### src/rtl/mfm_pkg.sv
// Shared MFM definitions for the shifter and the read-side decoder.
// Interval limits are in half-cell clocks.
package mfm_pkg;

  typedef enum logic {
    HUNT    = 1'b0,
    MEASURE = 1'b1
  } mfm_state_e;

  localparam int MFM_MIN_INT = 2;
  localparam int MFM_MAX_INT = 5;
  localparam int PULSE_W     = 3;

endpackage

### src/rtl/mfm_out_reg.sv
// One-entry valid/ready holding register for decoded intervals.
// A load into a full, stalled register is dropped and flagged.
module mfm_out_reg
  import mfm_pkg::*;
(
  input  logic               clk,
  input  logic               reset_n,
  input  logic               load_i,
  input  logic [PULSE_W-1:0] din_i,
  input  logic               ready_i,
  output logic [PULSE_W-1:0] pulses_o,
  output logic               valid_o,
  output logic               overrun_o
);

  logic [PULSE_W-1:0] pulses_q, pulses_d;
  logic               valid_q, valid_d;
  logic               ovr_q, ovr_d;
  logic               drain;

  // Slot frees on this edge if the consumer takes it.
  assign drain = valid_q && ready_i;

  always_comb begin
    pulses_d = pulses_q;
    valid_d  = valid_q;
    ovr_d    = 1'b0;
    if (load_i) begin
      if (!valid_q || drain) begin
        pulses_d = din_i;
        valid_d  = 1'b1;
      end else begin
        ovr_d = 1'b1;
      end
    end else if (drain) begin
      valid_d = 1'b0;
    end
  end

  always_ff @(posedge clk or negedge reset_n) begin
    if (!reset_n) begin
      pulses_q <= '0;
      valid_q  <= 1'b0;
      ovr_q    <= 1'b0;
    end else begin
      pulses_q <= pulses_d;
      valid_q  <= valid_d;
      ovr_q    <= ovr_d;
    end
  end

  assign pulses_o  = pulses_q;
  assign valid_o   = valid_q;
  assign overrun_o = ovr_q;

endmodule

### src/rtl/mfm_interval_decoder.sv
// Measures spacing between MFM flux transitions, one half-cell per clock.
// Intervals leave through mfm_out_reg; bad spacings raise error.
module mfm_interval_decoder
  import mfm_pkg::*;
#(
  parameter int MIN_INT = MFM_MIN_INT,
  parameter int MAX_INT = MFM_MAX_INT
) (
  input  logic               clk,
  input  logic               reset_n,
  input  logic               enable,
  input  logic               si,
  output logic [PULSE_W-1:0] pulses,
  output logic               valid,
  input  logic               ready,
  output logic               error,
  output logic               overrun,
  output logic               locked
);

  localparam logic [PULSE_W-1:0] MinC = PULSE_W'(MIN_INT);
  localparam logic [PULSE_W-1:0] MaxC = PULSE_W'(MAX_INT);

  mfm_state_e         state_q, state_d;
  logic [PULSE_W-1:0] cnt_q, cnt_d;
  logic               err_q, err_d;
  logic               lock_q;
  logic               emit;

  always_comb begin
    state_d = state_q;
    cnt_d   = cnt_q;
    err_d   = 1'b0;
    emit    = 1'b0;
    if (!enable) begin
      state_d = HUNT;
      cnt_d   = '0;
    end else begin
      unique case (state_q)
        HUNT: begin
          if (si) begin
            state_d = MEASURE;
            cnt_d   = PULSE_W'(1);
          end
        end
        MEASURE: begin
          if (si) begin
            cnt_d = PULSE_W'(1);
            if (cnt_q >= MinC) emit  = 1'b1;
            else               err_d = 1'b1;
          end else if (cnt_q == MaxC) begin
            // Spacing would exceed the legal maximum: sync lost.
            err_d   = 1'b1;
            state_d = HUNT;
            cnt_d   = '0;
          end else begin
            cnt_d = cnt_q + PULSE_W'(1);
          end
        end
      endcase
    end
  end

  always_ff @(posedge clk or negedge reset_n) begin
    if (!reset_n) begin
      state_q <= HUNT;
      cnt_q   <= '0;
      err_q   <= 1'b0;
      lock_q  <= 1'b0;
    end else begin
      state_q <= state_d;
      cnt_q   <= cnt_d;
      err_q   <= err_d;
      lock_q  <= (state_d == MEASURE);
    end
  end

  mfm_out_reg u_out (
    .clk       (clk),
    .reset_n   (reset_n),
    .load_i    (emit),
    .din_i     (cnt_q),
    .ready_i   (ready),
    .pulses_o  (pulses),
    .valid_o   (valid),
    .overrun_o (overrun)
  );

  assign error  = err_q;
  assign locked = lock_q;

endmodule

### config.mk
export PLATFORM = sky130hd
export DESIGN_NAME = mfm_interval_decoder
export DESIGN_NICKNAME = d
export VERILOG_FILES = /design/src/rtl/mfm_pkg.sv /design/src/rtl/mfm_out_reg.sv /design/src/rtl/mfm_interval_decoder.sv
export SDC_FILE = /design/constraint.sdc
export NUM_CORES = 1
export LEC_CHECK = 0
export BUFFER_PORTS_ARGS = -buffer_cell sky130_fd_sc_hd__buf_2
export CELL_PAD_IN_SITES_DETAIL_PLACEMENT = 0
export CELL_PAD_IN_SITES_GLOBAL_PLACEMENT = 1
export CORE_AREA = 2 2 39 41
export CTS_BUF_LIST = sky130_fd_sc_hd__clkbuf_8
export DETAILED_ROUTE_END_ITERATION = 12
export DIE_AREA = 0 0 41 43
export GPL_TIMING_DRIVEN = 0
export PLACE_DENSITY = 0.63
export SLEW_MARGIN = 10
export SYNTH_ARGS = -nofsm -noshare
export SYNTH_HDL_FRONTEND = slang
export SYNTH_SLANG_ARGS = --single-unit
### constraint.sdc
create_clock -name clk -period 2.3 [get_ports clk]
set_clock_uncertainty 0.05 [all_clocks]
set_input_delay 0.46 -clock clk [delete_from_list [all_inputs] [get_ports clk]]
set_output_delay 0.46 -clock clk [all_outputs]
set_load 0.005 [all_outputs]
==> results of run 1 <==
[registers in the layout (all words and copies together), names as in the netlist]
| signal | cells |
|---|---|
| cnt_q | 3 |
| u_out.pulses_o | 3 |
| error | 1 |
| locked | 1 |
| u_out.overrun_o | 1 |
| u_out.valid_o | 1 |
[cell families (layout without fill, tap and decap cells)]
kind of cell | after synthesis | count (layout) | share of synthesized area (%)
mux | 5 | 5 | 13.5
buf+inv | 0 | 14 | 0
flops | 10 | 10 | 57.6
simple gates | 15 | 15 | 19.3
compound gates | 4 | 4 | 7.49
xor+xnor | 1 | 1 | 2.02
[power by group]
part           total (mW)  internal [mW]  switching [mW]  leakage (nW)
Combinational      0.0253         0.0127          0.0126         0.128
Clock               0.167          0.113          0.0542        0.0216
Sequential          0.190          0.183         0.00762         0.136
Total               0.383          0.309          0.0744         0.285
[cell usage after synthesis, drive strengths merged]
cell | instances | area [um^2]
nand3b | 1 | 7.51
nand2 | 5 | 18.8
o21a | 1 | 7.51
nor3 | 1 | 5.00
mux2i | 1 | 10.0
a21oi | 2 | 10.0
nor2 | 3 | 11.3
nor2b | 2 | 20.0
nand2b | 2 | 12.5
nand4b | 1 | 8.76
xor2 | 1 | 8.76
dfrtp | 10 | 250
mux2 | 4 | 48.8
o2111ai | 1 | 15.0
[how the worst min path moves through the flow]
stage | from | to | cells past startpoint
6_report | reset_n | u_out.pulses_o[1]$_DFFE_PN0P_ | 1
5_1_grt | reset_n | u_out.pulses_o[1]$_DFFE_PN0P_ | 1
4_1_cts | reset_n | u_out.pulses_o[1]$_DFFE_PN0P_ | 1
3_5_place_dp | reset_n | u_out.pulses_o[1]$_DFFE_PN0P_ | 1
3_3_place_gp | reset_n | u_out.pulses_o[1]$_DFFE_PN0P_ | 1
2_1_floorplan | reset_n | cnt_q[0]$_DFFE_PN0P_ | 0
[cell type report]
cell class	instances	area [um^2]
fillers	148	833
flip-flops and latches	10	250
multi-input cells	25	184
repair buffers	11	55.1
clock buffers	3	41.3
well taps	16	20.0
[layer usage]
metal  vias up  wire (um)  GRT usage (%)  part of all wire [%]
li1        150          -              -                     -
met1       146        303           11.4                    39
met2        13        360           15.3                    47
met3         4         73           4.71                   9.5
met4         0         29           10.0                   3.8
met5         -          0              0                     0
[stage by stage]
step	total power [mW]	std cells
detailed placement	0.219	62
CTS	0.391	65
global route	0.401	65
global placement	0.216	62
finish	0.383	65
floorplan	0.203	35
==> run summary, run 1 <==
Status = completed
Syn. warnings = 0
Post-CTS setup buffers = 0
Cell Rows = 14
Worst-Skew Late Latency = 0.23 ns
CTS tree = yes
Detailed Place HPWL = 608 um
CP startpoint = locked$_DFF_PN0_
Final wirelength = 768 um
Final slew viol count = 0
FF-to-FF path depth = 3
GP Congestion = 0.684
Worst path depth = 3
Layout cells sized above 1 = 36.7%
First-pass GRT wire length = 1190 um
Clock root cell = clkbuf_8
Pwr Density = 696 mW/mm^2
WHS = 0.0349 ns
Layout area overhead = 26.8%
Worst path max stage delay = 0.48 ns
FF+latch count, synth = 10
# port buffers = 11
Delay-heaviest family, CP = flip-flops
Min setup slack post-route = 0.913 ns
Mapped Nets = 40
Setup TNS = 0 ns
Vias/cell = 4.82
Crit share post-route = 60.3%
Die H = 43 um
CP required = 2.35 ns
Die Width = 41 um
Gr ovfl total = 0
Vias in the first global route = 297
PostCTS Resize Cnt = 0
Clk sink count = 10
Commonest non-fill, non-tap cell in the layout = buf_2
Clock transition at path regs = 0.04 ns
I/O pins = 12
Clock buffer depth = 2
Slew headroom = 82.4%
Buffers & Inverters on Critical Path = 0
R2r startpoint = locked$_DFF_PN0_
Antenna Violating Nets Remaining = 0
CTS Buf Count = 3
Fin. Hold Viols = 0
Initial antenna violation count = 0
Largest net degree at the start of global routing = 11
Wire per inst = 11.8 um
R2R setup slack = 0.91 ns
H-tree lvl count = 1
Leakage = 0.285 nW
Final Util = 39.8%
Core Area = 0.00138 mm^2
Tightest Pin Transition = 0.264 ns
Reg-to-Reg End = u_out.pulses_o[2]$_DFFE_PN0P_
Drc violations = 0
Vias = 313
Hold buffers post-CTS = 0
Kind of start point of the critical path = register
Final setup vio count = 0
Commonest cells after routing, fill and taps aside = 11 x buf_2, 10 x dfrtp_1, 5 x nand2_1, 3 x nor2_1, 3 x clkbuf_8
HP Class = in -> async
CP cell instances = o2111ai_2 -> nor2b_4 -> mux2_1
Post-synthesis sequential area ratio = 57.6%
CP max-delay cell = dfrtp_1
Gr usage total = 10.9%
Initial DRC Count = 0
Finished layout cell area = 551 um^2
Drt first pass iters = 1
Mapped cell area = 434 um^2
DIE AREA = 0.00176 mm^2
Critical setup path kind = reg -> reg
Post-Synthesis Cells = 35
RSZ-0062 raised after global routing = no
Maxcap violations = 0
CP Max Fanout = 7
Min Tclk post-route = 1.39 ns
Worst Path Arrival = 1.44 ns
Starting density of the core = 31.4%
Dpl ws = 0.817 ns
Syn avg cell area = 12.4 um^2
Fin nets = 56
CP endpoint kind = register
Area after DPL = 509 um^2
Max Clk Rate = 0.721 GHz
Worst setup path endpoint = u_out.pulses_o[2]$_DFFE_PN0P_
Antenna cells = 0
Post-synth cell types = 17
Max rail drop VDD = 0.321 mV
No activity file was read; power rests on OpenSTA's default activity.
==> inputs of run 2 (changes only) <==
- PLACE_DENSITY: 0.63 -> 0.65
- clock period: 2.3 -> 1.2 ns (I/O delays scaled with it)
==> run summary, run 2 (synthesis gave the netlist of run 1 again) <==
Initial antenna violation count = 0
H-tree lvl count = 1
# port buffers = 11
Final slew viol count = 0
Setup TNS = -0.0556 ns
Final wirelength = 996 um
Buffers & Inverters on Critical Path = 0
R2r startpoint = cnt_q[1]$_DFFE_PN0P_
Max rail drop VDD = 0.672 mV
Layout Cells excl Fill = 73
Largest net degree at the start of global routing = 11
Drc violations = 0
Hold EP = cnt_q[0]$_DFFE_PN0P_
Tightest Pin Transition = 0.223 ns
Layout cells sized above 1 = 54.4%
Detailed Place HPWL = 618 um
I/O pins = 12
DIE AREA = 0.00176 mm^2
Initial DRC Count = 5
Worst Path Arrival = 1.29 ns
Status = finished, violations left
RSZ-0062 raised after global routing = yes
Worst-Skew Late Latency = 0.24 ns
Crit share post-route = 102%
Final setup vio count = 3
Fill count = 127
Vias/cell = 4.60
Kind of start point of the critical path = register
Die Width = 41 um
Critical setup path kind = reg -> reg
CTS Buf Count = 3
GP Congestion = 0.706
Slew headroom = 85.1%
CP max-delay cell = dfrtp_2
Pwr Total = 0.858 mW
HP Class = in -> reg
Min setup slack post-route = -0.0228 ns
Leakage = 0.325 nW
Die H = 43 um
Clock root cell = clkbuf_8
R2R setup slack = -0.02 ns
Cell Rows = 14
Starting density of the core = 31.4%
Worst path max stage delay = 0.39 ns
Vias in the first global route = 354
Wire per inst = 13.6 um
Fin nets = 63
FF-to-FF path depth = 3
CTS tree = yes
Hold Crit Start = enable
Min Tclk post-route = 1.22 ns
Dpl ws = -0.158 ns
Clock transition at path regs = 0.05 ns
CP Max Fanout = 3
Clk sink count = 10
Commonest non-fill, non-tap cell in the layout = buf_2
Antenna Violating Nets Remaining = 0
First-pass GRT wire length = 1660 um
Gr ovfl total = 0
CP required = 1.27 ns
Commonest cells after routing, fill and taps aside = 10 x buf_2, 7 x dfrtp_1, 5 x nand2_1, 5 x buf_4, 4 x clkbuf_8
Gr usage total = 14.9%
CP endpoint kind = register
Hold depth = 2
Max Clk Rate = 0.818 GHz
Layout area overhead = 51.3%
Vias = 336
Drt first pass iters = 2
Final Util = 47.5%
Pwr Density = 1310 mW/mm^2
Core Area = 0.00138 mm^2
Failing checks = setup timing
Fin. Hold Viols = 0
Antenna cells = 0
Clock buffer depth = 2
Delay-heaviest family, CP = flip-flops
DP Cell Count = 62
CP cell instances = o2111ai_4 -> nor2b_4 -> mux2_4
Reg-to-Reg End = u_out.pulses_o[0]$_DFFE_PN0P_
Maxcap violations = 0
run 2: through the flow:
stage / hold slack [ns] / area [um^2]
4_1_cts: 0.231 / 637
5_1_grt: 0.233 / 657
3_3_place_gp: 0.0512 / 510
3_5_place_dp: 0.0627 / 510
6_report: 0.232 / 657
2_1_floorplan: -0.106 / 435
run 2: what timing repair did:
action,in CTS,in global routing
hold endpoints to repair,10,0
hold buffers,1,0
buffers inserted,4,2
resized for setup,7,1
setup endpoints to repair,3,5
pin swaps,1,1
run 2: cell type report:
type	instances	area [um^2]	area share [%]
flip-flops and latches	10	254	38.7
multi-input cells	25	208	31.6
repair buffers	18	120	18.3
clock buffers	4	55.1	8.38
well taps	16	20.0	3.05
run 2: worst max path at each step:
stage          cells past startpoint                  from                            end
2_1_floorplan                      3  cnt_q[1]$_DFFE_PN0P_  u_out.pulses_o[0]$_DFFE_PN0P_
3_3_place_gp                       3  cnt_q[1]$_DFFE_PN0P_  u_out.pulses_o[0]$_DFFE_PN0P_
3_5_place_dp                       3  cnt_q[1]$_DFFE_PN0P_  u_out.pulses_o[2]$_DFFE_PN0P_
4_1_cts                            3  cnt_q[2]$_DFFE_PN0P_  u_out.pulses_o[2]$_DFFE_PN0P_
5_1_grt                            3  cnt_q[1]$_DFFE_PN0P_  u_out.pulses_o[0]$_DFFE_PN0P_
6_report                           3  cnt_q[1]$_DFFE_PN0P_  u_out.pulses_o[0]$_DFFE_PN0P_
run 2: where the power goes:
part	leakage, nW	internal, mW	switching [mW]	total, mW
Clock	0.0288	0.288	0.132	0.421
Sequential	0.131	0.350	0.0126	0.362
Combinational	0.165	0.0407	0.0344	0.0751
Total	0.325	0.679	0.179	0.858
run 2: routing by layer:
layer	wire (um)	global-route usage, %
met5	0	0
met2	513	23.1
met4	8	10.0
met3	60	4.71
met1	412	16.3
